$ cat src/rtl/servo_motion_scheduler_pkg.sv
// Shared constants, arbiter state type and channel-index helpers
// for the three-channel servo motion scheduler.
package servo_pkg;
  localparam int N_CH          = 3;
  localparam int FRAME_CYC_DEF = 1000000;
  localparam int PW_MIN_DEF    = 50000;
  localparam int PW_MAX_DEF    = 100000;
  localparam int STEP_DEF      = 1000;
  localparam int CNT_W_DEF     = 20;

  typedef enum logic {ARB_IDLE = 1'b0, ARB_GRANT = 1'b1} arb_state_e;
  typedef logic [1:0] ch_idx_t;

  // Next channel in round-robin order, wrapping 2 -> 0.
  function automatic ch_idx_t ch_next(input ch_idx_t c);
    ch_idx_t n;
    if (c == 2'd2) n = 2'd0;
    else n = c + 2'd1;
    return n;
  endfunction

  function automatic logic [N_CH-1:0] ch_onehot(input ch_idx_t c);
    logic [N_CH-1:0] oh;
    case (c)
      2'd0:    oh = 3'b001;
      2'd1:    oh = 3'b010;
      2'd2:    oh = 3'b100;
      default: oh = 3'b000;
    endcase
    return oh;
  endfunction
endpackage

$ cat src/rtl/servo_motion_scheduler_if.sv
// Board-side bundle of the scheduler: switch inputs, indicator LEDs,
// servo header pins and motion status.
interface servo_motion_scheduler_if
  import servo_pkg::*;
();
  logic [N_CH-1:0] toggle;
  logic [N_CH-1:0] led;
  logic [N_CH-1:0] servo;
  logic [N_CH-1:0] grant;
  logic            busy;

  modport master (output toggle, input led, input servo, input grant, input busy);
  modport slave  (input toggle, output led, output servo, output grant, output busy);
endinterface

$ cat src/rtl/servo_rr_arbiter.sv
// Round-robin motion permission: grants one pending channel per frame
// decision and holds it until that channel reaches its target.
module servo_rr_arbiter
  import servo_pkg::*;
(
  input  logic            clk,
  input  logic            rst_n,
  input  logic [N_CH-1:0] pend,
  input  logic            frame_tick,
  output logic [N_CH-1:0] grant
);
  arb_state_e      state_r, state_s;
  ch_idx_t         idx_r, idx_s, ptr_r, ptr_s;
  ch_idx_t         base_s, scan_s, pick_s;
  logic            found_s, cur_pend_s;
  logic [N_CH-1:0] grant_r, grant_s;

  // Selection scan starts after a finishing channel, otherwise at the pointer.
  always_comb begin
    state_s    = state_r;
    idx_s      = idx_r;
    ptr_s      = ptr_r;
    found_s    = 1'b0;
    pick_s     = ptr_r;
    cur_pend_s = |(pend & ch_onehot(idx_r));
    if ((state_r == ARB_GRANT) && !cur_pend_s) base_s = ch_next(idx_r);
    else base_s = ptr_r;
    scan_s = base_s;
    for (int j = 0; j < N_CH; j++) begin
      if (!found_s && (|(pend & ch_onehot(scan_s)))) begin
        found_s = 1'b1;
        pick_s  = scan_s;
      end else begin
        found_s = found_s;
      end
      scan_s = ch_next(scan_s);
    end
    if (frame_tick) begin
      case (state_r)
        ARB_IDLE: begin
          if (found_s) begin
            state_s = ARB_GRANT;
            idx_s   = pick_s;
          end else begin
            state_s = ARB_IDLE;
          end
        end
        ARB_GRANT: begin
          if (cur_pend_s) begin
            state_s = ARB_GRANT;
          end else begin
            ptr_s = base_s;
            if (found_s) begin
              state_s = ARB_GRANT;
              idx_s   = pick_s;
            end else begin
              state_s = ARB_IDLE;
            end
          end
        end
        default: state_s = ARB_IDLE;
      endcase
    end else begin
      state_s = state_r;
    end
    if (state_s == ARB_GRANT) grant_s = ch_onehot(idx_s);
    else grant_s = 3'b000;
  end

  // Arbiter state, granted index, pointer and registered grant.
  always_ff @(posedge clk or negedge rst_n) begin
    if (!rst_n) begin
      state_r <= ARB_IDLE;
      idx_r   <= 2'd0;
      ptr_r   <= 2'd0;
      grant_r <= 3'b000;
    end else begin
      state_r <= state_s;
      idx_r   <= idx_s;
      ptr_r   <= ptr_s;
      grant_r <= grant_s;
    end
  end

  assign grant = grant_r;
endmodule

$ cat src/rtl/servo_motion_scheduler.sv
// Three-servo PWM driver on one shared frame counter; targets flip on switch
// edges and widths slew one step per frame for the single granted channel.
module servo_motion_scheduler
  import servo_pkg::*;
#(
  parameter int FRAME_CYC = FRAME_CYC_DEF,
  parameter int PW_MIN    = PW_MIN_DEF,
  parameter int PW_MAX    = PW_MAX_DEF,
  parameter int STEP      = STEP_DEF,
  parameter int CNT_W     = CNT_W_DEF
) (
  input logic                    mclk,
  input logic                    rst_n,
  servo_motion_scheduler_if.slave bus
);
  localparam logic [CNT_W-1:0] FRAME_LAST_C = CNT_W'(FRAME_CYC - 1);
  localparam logic [CNT_W-1:0] PW_MIN_C     = CNT_W'(PW_MIN);
  localparam logic [CNT_W-1:0] PW_MAX_C     = CNT_W'(PW_MAX);
  localparam logic [CNT_W-1:0] STEP_C       = CNT_W'(STEP);
  localparam logic [CNT_W-1:0] CNT_ONE_C    = CNT_W'(1);

  logic [CNT_W-1:0] cnt_r;
  logic             frame_tick_s;
  logic [N_CH-1:0]  sync1_r, sync2_r, prev_r, rise_s, target_r;
  logic [N_CH-1:0]  pend_s, grant_s, servo_r;
  logic             busy_r;
  logic [CNT_W-1:0] pw_r   [N_CH];
  logic [CNT_W-1:0] pw_s   [N_CH];
  logic [CNT_W-1:0] goal_s [N_CH];

  assign frame_tick_s = (cnt_r == FRAME_LAST_C);
  assign rise_s       = sync2_r & ~prev_r;

  // Shared frame counter.
  always_ff @(posedge mclk or negedge rst_n) begin
    if (!rst_n) cnt_r <= '0;
    else if (frame_tick_s) cnt_r <= '0;
    else cnt_r <= cnt_r + CNT_ONE_C;
  end

  // Switch synchronizer; prev_r makes a held switch count as a single edge.
  always_ff @(posedge mclk or negedge rst_n) begin
    if (!rst_n) begin
      sync1_r  <= 3'b000;
      sync2_r  <= 3'b000;
      prev_r   <= 3'b000;
      target_r <= 3'b000;
    end else begin
      sync1_r  <= bus.toggle;
      sync2_r  <= sync1_r;
      prev_r   <= sync2_r;
      target_r <= target_r ^ rise_s;
    end
  end

  // Pending detection and clamped one-step slew for the granted channel.
  always_comb begin
    for (int i = 0; i < N_CH; i++) begin
      if (target_r[i]) goal_s[i] = PW_MAX_C;
      else goal_s[i] = PW_MIN_C;
      pend_s[i] = (pw_r[i] != goal_s[i]);
      pw_s[i]   = pw_r[i];
      if (frame_tick_s && grant_s[i] && pend_s[i]) begin
        if (target_r[i]) begin
          if (pw_r[i] >= (PW_MAX_C - STEP_C)) pw_s[i] = PW_MAX_C;
          else pw_s[i] = pw_r[i] + STEP_C;
        end else begin
          if (pw_r[i] <= (PW_MIN_C + STEP_C)) pw_s[i] = PW_MIN_C;
          else pw_s[i] = pw_r[i] - STEP_C;
        end
      end else begin
        pw_s[i] = pw_r[i];
      end
    end
  end

  // Widths only change on frame_tick, so every pulse starts at a frame boundary.
  always_ff @(posedge mclk or negedge rst_n) begin
    if (!rst_n) begin
      for (int i = 0; i < N_CH; i++) pw_r[i] <= PW_MIN_C;
      servo_r <= 3'b000;
      busy_r  <= 1'b0;
    end else begin
      for (int i = 0; i < N_CH; i++) begin
        pw_r[i]    <= pw_s[i];
        servo_r[i] <= (cnt_r < pw_r[i]);
      end
      busy_r <= |pend_s;
    end
  end

  servo_rr_arbiter u_arb (
    .clk        (mclk),
    .rst_n      (rst_n),
    .pend       (pend_s),
    .frame_tick (frame_tick_s),
    .grant      (grant_s)
  );

  assign bus.led   = target_r;
  assign bus.servo = servo_r;
  assign bus.grant = grant_s;
  assign bus.busy  = busy_r;
endmodule

$ cat src/flat_wrapper.sv
// flat-port wrapper written by rule: the top's interface ports become plain ports
module servo_motion_scheduler_flat import servo_pkg::*;
#(
  parameter int FRAME_CYC = FRAME_CYC_DEF,
  parameter int PW_MIN    = PW_MIN_DEF,
  parameter int PW_MAX    = PW_MAX_DEF,
  parameter int STEP      = STEP_DEF,
  parameter int CNT_W     = CNT_W_DEF
)
  (mclk, rst_n, bus_toggle, bus_led, bus_servo, bus_grant, bus_busy);
  servo_motion_scheduler_if bus_i ();
  input logic mclk;
  input logic rst_n;
  input wire logic [$bits(bus_i.toggle)-1:0] bus_toggle;
  output wire logic [$bits(bus_i.led)-1:0] bus_led;
  output wire logic [$bits(bus_i.servo)-1:0] bus_servo;
  output wire logic [$bits(bus_i.grant)-1:0] bus_grant;
  output wire logic [$bits(bus_i.busy)-1:0] bus_busy;
  assign bus_i.toggle = bus_toggle;
  assign bus_led = bus_i.led;
  assign bus_servo = bus_i.servo;
  assign bus_grant = bus_i.grant;
  assign bus_busy = bus_i.busy;
  servo_motion_scheduler #(.FRAME_CYC(FRAME_CYC), .PW_MIN(PW_MIN), .PW_MAX(PW_MAX), .STEP(STEP), .CNT_W(CNT_W)) u_core (.mclk(mclk), .rst_n(rst_n), .bus(bus_i));
endmodule
$ cat config.mk
export PLATFORM = sky130hd
export DESIGN_NAME = servo_motion_scheduler_flat
export DESIGN_NICKNAME = d
export VERILOG_FILES = /design/src/rtl/servo_motion_scheduler_pkg.sv /design/src/rtl/servo_motion_scheduler_if.sv /design/src/rtl/servo_rr_arbiter.sv /design/src/rtl/servo_motion_scheduler.sv /design/src/flat_wrapper.sv
export SDC_FILE = /design/constraint.sdc
export NUM_CORES = 1
export LEC_CHECK = 0
export ABC_AREA = 1
export CAP_MARGIN = 20
export CORE_ASPECT_RATIO = 0.6
export CORE_MARGIN = 1.5
export CORE_UTILIZATION = 40
export CTS_CLUSTER_DIAMETER = 30
export DETAILED_ROUTE_END_ITERATION = 8
export GPL_TIMING_DRIVEN = 0
export SLEW_MARGIN = 30
export SYNTH_ARGS = -nofsm -noshare
export SYNTH_HDL_FRONTEND = slang
export SYNTH_SLANG_ARGS = --single-unit
export TNS_END_PERCENT = 10
$ cat constraint.sdc
create_clock -name mclk -period 4.51 [get_ports mclk]
set_clock_uncertainty 0.15 [all_clocks]
set_input_delay 0.902 -clock mclk [delete_from_list [all_inputs] [get_ports mclk]]
set_output_delay 0.902 -clock mclk [all_outputs]
set_load 0.005 [all_outputs]
==> run_results.csv <==
group,metric,value,unit
clocking,cts_buffer_depth,2,
routing,drcViolationCount,0,
yosys,synth.most_common_cell,"nand2_1",
floorplan,die_h,110.7,µm
timing,slew_headroom,31.40,%
yosys,netlist.area_leader.share,24.92,%
yosys,syn_area,0.007731,mm²
power,power.density,239.9,mW/mm²
yosys,async_reset_ff_share,100.0,%
timing,period_minus_slack,3.499,ns
worst_setup_path,cp.required,4.62,ns
yosys,synth_area_leaders,"dfrtp_1 25%, ha_1 9.4%, nand2_1 9.4%",
final_layout,drive_gt1_share,11.17,%
yosys,ys.flop_type,"dfrtp_1",
floorplan,coreArea,0.01898,mm²
yosys,syn-num-nets,1142,
final_layout,area.growth.synth_to_final,9.969,%
global_route,overflow,0,
timing,finalWorstSetupSlack,1.011,ns
global_route,track_usage,22.68,%
final_layout,nNetsFinal,1168,
yosys,syn_avg_cell_area,7.165,µm²
yosys,synth-compound-area-share,15.99,%
clocking,clkLatencyLatePin,0.37,ns
clocking,cts_hold_buf,0,
routing,first_pass_iters,5,
placed_design,place_congestion,0.9044,
timing,min_period_over_period,77.58,%
routing,drtIter0Drc,791,
clocking,cts_tree,"done",
global_route,grt_pass1_wl,36180,µm
run_status,status,"complete, no violations",
power,peakVddDrop,0.2169,mV
power,p_total,2.040,mW
routing,vias,7499,
yosys,seq_area_frac_synth,31.04,%
yosys,synth_warnings,0,
worst_setup_path,end_kind,"flop",
clocking,clock-sinks,95,
placed_design,dpl_worst_slack,1.134,ns
clocking,htreeDepth,3,
floorplan,ios,15,
worst_setup_path,critPathLaunchType,"flop",
floorplan,start_util,40.73,%
hold_path,min_path_type,"flop to flop",
yosys,synthCells,1079,
placed_design,hpwlAfterDp,16750,µm
clocking,cts_setup_buffers,0,
yosys,synth_edf_count,0,
final_layout,antenna_cells,0,
timing,setup_viol,0,
yosys,synth_cell_type_count,52,
worst_setup_path,critPathMaxFanout,7,
yosys,yosys.area_share.simple,29.65,%
global_route,grt_pass1_vias,6621,
yosys,ys_seq_elements,95,
timing,max_freq,285.8,MHz
worst_setup_path,crit_arrival,3.61,ns
clocking,cts_resized,0,
clocking,cts-root-buf,"clkbuf_16",
routing,ant_nets,0,
power,leakage,4.145,nW
clocking,path_clk_slew,0.08,ns
timing,tightestPinTransition,1.021,ns
routing,wl,21960,µm
yosys,yosys-top-cells-count,"193 x nand2_1, 141 x inv_1, 105 x nor2_1",
timing,slew_viol_final,0,
global_route,grt_max_degree,64,
placed_design,io_buffers,14,
routing,via_per_inst,5.530,
yosys,synth-adder-area-share,9.387,%
timing,hold_viol_final,0,
floorplan,die-area,0.02020,mm²
routing,routedWlPerCell,16.19,µm
final_layout,fill_cells,1929,
yosys,synth.largest_area_cell,"dfrtp_1",
yosys,synth_top_family_by_area,"simple AND/OR/NAND/NOR gates",
flow_run,cap_violations,0,
timing,rsz0062_at_grt,"no",
global_route,antenna_found_initial,1,
yosys,synth_xor_area_share,4.078,%
yosys,synthMuxAreaShare,0,%
clocking,cts_made_buffers,9,
floorplan,rows,39,
worst_setup_path,crit_type,"flop to flop",
floorplan,die_w,182.5,µm
[path summary, 6_finish.rpt]
| path | startpoint | endpoint | slack, ns | cells past startpoint |
|---|---|---|---|---|
| worst max-delay path | u_core.cnt_r[0] | u_core.pw_r[58] | 1.01 | 14 |
| worst min-delay path | u_core.sync1_r[1] | u_core.sync2_r[1] | 0.20 | 0 |
| worst min register to register | u_core.sync1_r[1] | u_core.sync2_r[1] | 0.20 | 0 |
| min in group asynchronous | rst_n | u_core.pw_r[52] | 0.26 | 1 |
| worst max register to register | u_core.cnt_r[0] | u_core.pw_r[58] | 1.01 | 14 |
| max in group asynchronous | rst_n | u_core.pw_r[28] | 3.25 | 2 |
[critical path, stage by stage (launching register included)]
cell	delay, ns
dfrtp_1	0.37
ha_1	0.19
nand2_1	0.06
nor2_1	0.08
inv_1	0.05
nor2_1	0.09
inv_1	0.07
nor2_2	0.21
nand2_1	0.09
nor4_1	0.47
inv_1	0.27
nor3_1	0.66
inv_1	0.35
o21ai_0	0.23
inv_1	0.05
[placed cells by master, fill, tap and decap left out, types with 8 or more instances in the layout]
master / synthesis / final
nand2_1: 193 / 193
inv_1: 141 / 141
nor2_1: 105 / 105
dfrtp_1: 77 / 77
a21oi_1: 75 / 75
nand3_1: 69 / 69
o21ai_0: 59 / 59
ha_1: 58 / 58
nor3_1: 35 / 35
xor2_1: 34 / 34
inv_2: 26 / 26
nand4_1: 21 / 21
dfstp_2: 18 / 18
a31oi_1: 16 / 16
nor4_1: 13 / 13
clkdlybuf4s50_1: 0 / 13
nand2_2: 12 / 12
a22oi_1: 11 / 11
buf_2: 10 / 10
nor2_2: 10 / 10
nand3_2: 9 / 9
clkbuf_16: 0 / 9
nand3b_1: 8 / 8
[cell families (layout without fill, tap and decap cells)]
group | count (synthesis) | count (layout)
and+or+nand+nor | 488 | 488
DFF | 95 | 95
adders and majority gates | 58 | 58
AOI/OAI and AO/OA | 210 | 210
xor gates and xnor gates | 36 | 36
buffers and inverters | 192 | 223
[final cells by class]
type                       count  area [µm²]  share of cell area, %
buffer                        23       125.1                  1.472
timing repair buffer          15       168.9                  1.987
sequential                    95        2400                  28.23
multi-input combinational    792        4569                  53.75
tap                          246       307.8                  3.620
clock buffer                   9       225.2                  2.649
inverter                     169       636.9                  7.491
clock inverter                 7       68.82                 0.8094
[report_power, final]
| group | switching [mW] | total (mW) | internal (mW) |
|---|---|---|---|
| clock | 0.398 | 0.786 | 0.387 |
| combinational | 0.256 | 0.365 | 0.108 |
| sequential | 0.0199 | 0.890 | 0.870 |
| total | 0.675 | 2.04 | 1.37 |
[routing by layer]
layer	GRT usage (%)	vias to the layer above	wire, µm
li1	-	3687	-
met2	28.75	326	8160
met3	5.913	12	2184
met4	4.904	0	189
met5	0	-	0
met1	36.94	3474	11430
[registers in the layout, indices dropped and copies added, names as in the netlist]
signal                count
u_core.pw_r              51
u_core.cnt_r             20
u_core.bus.led            3
u_core.bus.servo          3
u_core.prev_r             3
u_core.sync1_r            3
u_core.sync2_r            3
u_core.u_arb.grant        3
u_core.u_arb.idx_r        2
u_core.u_arb.ptr_r        2
u_core.bus.busy           1
u_core.u_arb.state_r      1
[metrics by stage]
| step | setup TNS, ns | cells | utilization (%) | instance area [µm²] | hold slack (ns) |
|---|---|---|---|---|---|
| 6_report | 0 | 1356 | 44.79 | 8502 | 0.2046 |
| 3_3_place_gp | -105.75 | 1339 | 43.09 | 8179 | 0.1823 |
| 5_1_grt | 0 | 1356 | 44.79 | 8502 | 0.2168 |
| 2_1_floorplan | 0 | 1079 | - | 7731 | 0.1812 |
| 3_5_place_dp | 0 | 1340 | 43.24 | 8208 | 0.1847 |
| 4_1_cts | 0 | 1356 | 44.79 | 8502 | 0.2059 |
Power figures use the tool's default switching activity.
